<file path="src/rtl/uart_tx_pkg.sv">
// Shared types and line constants for the FIFO-fed UART transmitter.
// Imported by the bit timer and the transmitter top level.
package uart_tx_pkg;

  typedef enum logic [2:0] {
    IDLE,
    START,
    DATA,
    PARITY,
    STOP
  } tx_state_t;

  localparam int   DATA_BITS = 8;
  localparam logic LINE_IDLE = 1'b1;
  localparam logic START_LVL = 1'b0;

endpackage

</file>
<file path="src/rtl/uart_bit_timer.sv">
// Baud counter: counts 0..CLKS_PER_BIT-1 while enabled.
// bit_end flags the last clk of every serial bit.
module uart_bit_timer #(
  parameter int CLKS_PER_BIT = 16
) (
  input  logic clk,
  input  logic rst_n,
  input  logic clear,
  input  logic enable,
  output logic bit_end
);

  localparam int CNT_W = $clog2(CLKS_PER_BIT);
  localparam logic [CNT_W-1:0] LAST = CNT_W'(CLKS_PER_BIT - 1);

  logic [CNT_W-1:0] cnt;

  assign bit_end = enable & (cnt == LAST);

  always_ff @(posedge clk or negedge rst_n) begin
    if (!rst_n) begin
      cnt <= '0;
    end else if (clear) begin
      cnt <= '0;
    end else if (enable) begin
      if (cnt == LAST) cnt <= '0;
      else             cnt <= cnt + 1'b1;
    end
  end

endmodule

</file>
<file path="src/rtl/fifo_uart_tx.sv">
// Drains the byte FIFO onto a UART line, LSB first, with
// optional parity and one or two stop bits, no inter-frame gap.
module fifo_uart_tx
  import uart_tx_pkg::*;
#(
  parameter int CLKS_PER_BIT = 16,
  parameter int PARITY_EN    = 0,
  parameter int PARITY_ODD   = 0,
  parameter int STOP_BITS    = 1
) (
  input  logic       clk,
  input  logic       rst_n,
  input  logic [7:0] fifo_data,
  input  logic       fifo_empty,
  output logic       fifo_rd_en,
  input  logic       tx_enable,
  output logic       tx,
  output logic       busy,
  output logic       frame_done
);

  localparam logic [2:0] LAST_BIT  = 3'(DATA_BITS - 1);
  localparam logic       LAST_STOP = 1'(STOP_BITS - 1);
  localparam logic       ODD       = 1'(PARITY_ODD);

  tx_state_t  state;
  logic [7:0] shift_reg;
  logic [2:0] bit_idx;
  logic       stop_cnt;
  logic       par_acc;
  logic       bit_end;
  logic       stop_last;
  logic       pop;

  assign busy      = (state != IDLE);
  assign stop_last = (state == STOP) & bit_end
                   & (stop_cnt == LAST_STOP);
  // Pop either from idle or in the final stop cycle (seamless).
  assign pop = rst_n & tx_enable & ~fifo_empty
             & ((state == IDLE) | stop_last);

  assign fifo_rd_en = pop;
  assign frame_done = stop_last;

  uart_bit_timer #(
    .CLKS_PER_BIT(CLKS_PER_BIT)
  ) u_timer (
    .clk    (clk),
    .rst_n  (rst_n),
    .clear  (pop),
    .enable (busy),
    .bit_end(bit_end)
  );

  always_ff @(posedge clk or negedge rst_n) begin
    if (!rst_n) begin
      state     <= IDLE;
      tx        <= LINE_IDLE;
      shift_reg <= '0;
      bit_idx   <= '0;
      stop_cnt  <= 1'b0;
      par_acc   <= 1'b0;
    end else if (pop) begin
      state     <= START;
      tx        <= START_LVL;
      shift_reg <= fifo_data;
      bit_idx   <= '0;
      stop_cnt  <= 1'b0;
      par_acc   <= 1'b0;
    end else if (bit_end) begin
      unique case (state)
        START: begin
          state <= DATA;
          tx    <= shift_reg[0];
        end
        DATA: begin
          par_acc   <= par_acc ^ shift_reg[0];
          shift_reg <= {1'b0, shift_reg[7:1]};
          if (bit_idx == LAST_BIT) begin
            stop_cnt <= 1'b0;
            if (PARITY_EN != 0) begin
              state <= PARITY;
              tx    <= par_acc ^ shift_reg[0] ^ ODD;
            end else begin
              state <= STOP;
              tx    <= LINE_IDLE;
            end
          end else begin
            bit_idx <= bit_idx + 3'd1;
            tx      <= shift_reg[1];
          end
        end
        PARITY: begin
          state    <= STOP;
          tx       <= LINE_IDLE;
          stop_cnt <= 1'b0;
        end
        STOP: begin
          if (stop_last) begin
            state <= IDLE;
            tx    <= LINE_IDLE;
          end else begin
            stop_cnt <= stop_cnt + 1'b1;
          end
        end
        default: begin
          state <= IDLE;
          tx    <= LINE_IDLE;
        end
      endcase
    end
  end

endmodule

</file>
<file path="config.mk">
export PLATFORM = sky130hd
export DESIGN_NAME = fifo_uart_tx
export DESIGN_NICKNAME = d
export VERILOG_FILES = /design/src/rtl/uart_tx_pkg.sv /design/src/rtl/uart_bit_timer.sv /design/src/rtl/fifo_uart_tx.sv
export SDC_FILE = /design/constraint.sdc
export NUM_CORES = 1
export LEC_CHECK = 0
export CAP_MARGIN = 25
export CORE_MARGIN = 2
export CORE_UTILIZATION = 54
export CTS_CLUSTER_SIZE = 25
export DETAILED_ROUTE_END_ITERATION = 16
export DONT_BUFFER_PORTS = 1
export PLACE_DENSITY = 0.72
export SLEW_MARGIN = 20
export SYNTH_ARGS = -nofsm -noshare
export SYNTH_HDL_FRONTEND = slang
export SYNTH_SLANG_ARGS = --single-unit
</file>
<file path="constraint.sdc">
create_clock -name clk -period 1.7 [get_ports clk]
set_input_delay 0.34 -clock clk [delete_from_list [all_inputs] [get_ports clk]]
set_output_delay 0.34 -clock clk [all_outputs]
set_load 0.1 [all_outputs]
</file>
# Word-level counts from Yosys, hierarchy flattened
# Index checks and enable logic that the tools add are counted.
word_totals:
  register_bits: 20
  in_bits: 12
  output_inout_bits: 4
op_classes:
  n_addsub: 3
  n_eq_ne: 10
  n_mux: 25
  bitwise_logic: 9
  reduce_logical: 11
op_table:
  columns: ["cell", "n"]
  rows:
  - ["two-way mux 3 bit", 8]
  - ["two-way mux 8 bit", 3]
  - ["two-way mux 4 bit", 3]
  - ["case mux 3 bit (4 select lines)", 1]
  - ["inequality test 3 bit, second input constant", 3]
  - ["two-way mux 1 bit", 8]
  - ["bitwise AND 1 bit", 6]
  - ["equality test 3 x 2 -> 1 bit, second input constant", 2]
  - ["equality test 3 bit, second input constant", 2]
  - ["case mux 1 bit (3 select lines)", 2]
  - ["AND reduction 3 bit", 2]
  - ["nonzero test 2 bit", 3]
  - ["adder 4 x 1 -> 4 bit, second input constant", 1]
  - ["equality test 4 bit, second input constant", 1]
  - ["AND reduction 2 bit", 2]
  - ["AND reduction 4 bit", 1]
  - ["nonzero test 4 bit", 1]
  - ["adder 3 x 1 -> 3 bit, second input constant", 1]
  - ["equality test 3 x 1 -> 1 bit, second input constant", 1]
  - ["zero test 3 bit", 1]
  - ["nonzero test 3 bit", 1]
  - ["inequality test 2 bit, second input constant", 1]
  - ["NOT 1 bit", 2]
  - ["adder 1 bit, second input constant", 1]
  - ["bitwise OR 1 bit", 1]

# Longest topological paths before layout
logic_depth:
  depth_word: 8
  mapped_depth: 6

# By module
# From an unflattened synthesis, not the netlist that was laid out.
unflattened:
  hier_cells: 106
  hier_area_um2: 1119.8
by_module_without_submodules:
  columns: ["mod", "n_inst", "cells_each", "area_per_inst_um2", "seq_area_each_um2"]
  rows:
  - ["fifo_uart_tx", 1, 85, 918.4, 401.6]
  - ["uart_bit_timer", 1, 21, 201.4, 100.1]

# Worst setup path before layout
# OpenSTA, ideal clock, no wires.
synth_path:
  path_kind: "register -> output"
  start: "reg u_timer.cnt[0]"
  end: "out frame_done"
  t_arrival_ps: 3671
  required_ps: 1360
  setup_slack_ps: -2311
  stages_incl_launch_ff: 4
  path_buffers: 0
  path_cell_list: "dfrtp_1 -> ha_1 -> nand3_2 -> nor4_1"
synth_between:
  elab_chain_cells: 4
synth_lines:
  columns: ["element", "line_no", "rtl"]
  rows:
  - ["start, declared", "uart_bit_timer.sv:16", "logic [CNT_W-1:0] cnt;"]
  - ["start signal, assigned", "uart_bit_timer.sv:27", "else cnt <= cnt + 1'b1;"]
  - ["equality test 4 bit", "uart_bit_timer.sv:18", "assign bit_end = enable & (cnt == LAST);"]
  - ["bitwise AND 1 bit", "uart_bit_timer.sv:18", null]
  - ["bitwise AND 1 bit", "fifo_uart_tx.sv:36", "assign stop_last = (state == STOP) & bit_end"]
  - ["bitwise AND 1 bit", "fifo_uart_tx.sv:37", "& (stop_cnt == LAST_STOP);"]
  - ["end, declared", "fifo_uart_tx.sv:19", "output logic frame_done"]
# Every way passes these cells.

# Final worst setup path
layout_path:
  start: "reg u_timer.cnt[0]"
  end: "out fifo_rd_en"
layout_between:
  elab_chain_cells: 6
layout_lines:
  columns: ["element", "line_no", "rtl"]
  rows:
  - ["equality test 4 bit", "uart_bit_timer.sv:18", null]
  - ["bitwise AND 1 bit", "uart_bit_timer.sv:18", null]
  - ["bitwise AND 1 bit", "fifo_uart_tx.sv:36", null]
  - ["bitwise AND 1 bit", "fifo_uart_tx.sv:37", null]
  - ["bitwise OR 1 bit", "fifo_uart_tx.sv:40", "& ((state == IDLE) | stop_last);"]
  - ["bitwise AND 1 bit", "fifo_uart_tx.sv:40", null]
  - ["end, declared", "fifo_uart_tx.sv:15", "output logic fifo_rd_en,"]
# Every way passes these cells.

==> impl_metrics.yaml <==
drt:
  wl_met1_mm: 1.105
  drc: 0
  top_layer: "met4"
  wl_met3_um: 116
  vias: 920
  wl_met2_mm: 1.247
  antenna_left: 0
  drt_wl_total_mm: 2.529
  wl_per_cell_um: 15.52
  viasPerCell: 5.644
  drtIter0Drc: 15
  drt_pass1_iterations: 4
sta:
  fmax_mhz: 524.3
  min_period_ps: 1907
  worst_slack_ps: -207.2
  relSlewSlack_pct: 68.13
  fin_skew_ps: 2.100
  tightest_slew_ps: 476.5
  setup_viol: 4
  rsz0062_at_grt: "true"
  report.final.slew_viol_count: 0
  final.setup.tns_ps: -498.1
  finalHoldViolations: 0
  fin_crit_sh_pct: 112.2
cts:
  cts_tree: "done"
  cts.sinks: 20
  numCtsBuffers: 3
  clk_pin_slew_worst_paths_ps: 120
  htree_levels: 1
  cts_root_buf: "clkbuf_4"
  insertion_delay_ps: 300
  cts_buffer_depth: 2
layout:
  fill_cells: 109
  antenna_cells: 0
  drive_gt1_share_pct: 34.78
  final_nets: 154
  largest_reg_flops: 8
  multi_input_comb_area_um2: 561.8
  finalInstanceArea_mm2: 0.001463
  seq_area_um2: 503.0
  syn_to_final_growth_pct: 41.01
yosys:
  synth_top_area_cell: "dfrtp_1"
  syn_avg_cell_area_um2: 9.694
  yosysMostFrequentCell: "dfrtp_1"
  ys_ff_latch: 20
  synth_area_mm2: 0.001037
  ys_seq_area_share_pct: 48.37
  synth.top_cell.area_share_pct: 45.84
  yosysUniqueCellTypes: 28
  yosysWarnings: 0
  synthArstFlopShare_pct: 100.0
  ys_top_cells_by_area: "dfrtp_1 46%, mux2i_1 7.7%, a21oi_1 6.3%"
  synthCells: 107
  synth-edff-count: 0
  syn-num-nets: 122
  ys_dominant_reg_cell: "dfrtp_1"
  netlist_top_cells_count: "19 x dfrtp_1, 13 x a21oi_1, 13 x nor2_1, 8 x mux2i_1, 8 x nand2_1"
grt:
  antenna_found_initial: 0
  grt_pass1_wl_mm: 4.064
  track_usage_pct: 26.38
  grt_pass1_vias: 869
  grt_overflow: 0
  grt_max_degree: 21
critical_path:
  path_cells: "ha_4 > and4b_2 > o211ai_4 > inv_2 > buf_12"
  crit_fanout: 3
  startpoint_type: "register"
  cp_slowest_cell: "dfrtp_1"
  critPathArrivalTime_ps: 1570
  timing_worst_setup_path_type: "reg2out"
  critPathRequiredTime_ps: 1360
  endpoint_kind: "output port"
  critical-path-top-delay-family: "flip-flops"
  worst-path-buf-inv: 2
  critical_path.max_stage_delay_ps: 430
run:
  max-cap-violations: 0
place:
  dp_slack_ps: 21.48
  dp_hpwl_mm: 1.532
  place_congestion: 0.8323
  portBuffers: 0
  postPlaceCellArea_mm2: 0.001241
floorplan:
  row_count: 15
  io_pins: 16
  die_w_um: 47.83
  core_area_mm2: 0.001764
  dieHeight_um: 47.83
  dieArea_mm2: 0.002287
  start_util_pct: 58.79
pwr:
  ir_drop_v: 0.001133
  power.leakage_uw: 0.0006867
  power_uw: 1974
  power_density_mw_per_mm2: 1349
status:
  violations: "negative setup slack"
  outcome: "finished with violations"
worst_hold_path:
  holdCritPathClass: "in2reg"
## kinds of logic (layout without fill, tap and decap cells)
family          after synthesis  after routing  share of synthesized area, %
simple gates                 37             37                         17.97
flops                        20             20                         48.37
compound gates               28             28                         17.49
mux                           8              8                         7.720
xor+xnor                      1              1                        0.8445
buf+inv                      10             41                         3.981
fa+ha+maj                     3              3                         3.619
## cell type report
cell class / count / share of cell area (%)
Clock buffer: 3 / 1.540
Sequential cell: 20 / 34.39
Timing Repair Buffer: 30 / 19.42
Tap cell: 25 / 2.139
Clock inverter: 1 / 2.053
Inverter: 7 / 2.053
Multi-Input combinational cell: 77 / 38.41
## layout by cell type (no fill, tap or decap), types with 2 or more instances in the layout
master / synthesis / final
buf_4: 0 / 21
mux2i_1: 8 / 8
nor2_1: 13 / 13
nand2b_1: 3 / 3
a21oi_1: 13 / 13
ha_1: 3 / 2
dfrtp_1: 19 / 18
nand2_1: 8 / 8
clkbuf_4: 0 / 3
buf_12: 0 / 3
and3_1: 2 / 2
buf_6: 0 / 5
o21ai_0: 7 / 7
nand3_1: 2 / 2
inv_1: 7 / 5
## final timing paths
path	start	to	slack, ps	cells past startpoint
min	fifo_data[7]	shift_reg[7]$_DFFE_PN0P_	180	2
max in group asynchronous	rst_n	shift_reg[7]$_DFFE_PN0P_	820	2
min in group asynchronous	rst_n	bit_idx[2]$_DFFE_PN0P_	420	1
max	u_timer.cnt[0]$_DFFE_PN0P_	fifo_rd_en	-210	5
max reg2reg	u_timer.cnt[0]$_DFFE_PN0P_	shift_reg[0]$_DFFE_PN0P_	-10	6
min reg2reg	shift_reg[7]$_DFFE_PN0P_	shift_reg[7]$_DFFE_PN0P_	540	2
## power by group
part           total, uW  internal, uW  switching [uW]
Sequential           727           607             120
Clock                387           238             149
Combinational        860           410             449
## repair_timing
| action | CTS | global route |
|---|---|---|
| endpoints found under the hold margin | 20 | 0 |
| endpoints found under the setup margin | 3 | 11 |
| gates resized for setup | 8 | 8 |
| buffers inserted | 9 | 4 |
| hold buffers | 1 | 0 |
| pin swaps | 2 | 3 |
## metrics by stage
stage,std cells,hold slack [ps],util [%]
5_1_grt,163,179.1,82.91
4_1_cts,160,182.2,79.08
6_report,163,183.5,82.91
3_3_place_gp,146,44.88,70.35
2_1_floorplan,107,44.41,-
3_5_place_dp,146,44.93,70.35
## routing by layer
metal	vias to the layer above	GRT usage (%)
li1	443	-
met1	439	35.48
met2	32	42.67
met3	6	2.264
met4	0	12.97
met5	-	0
Power figures use the tool's default switching activity.
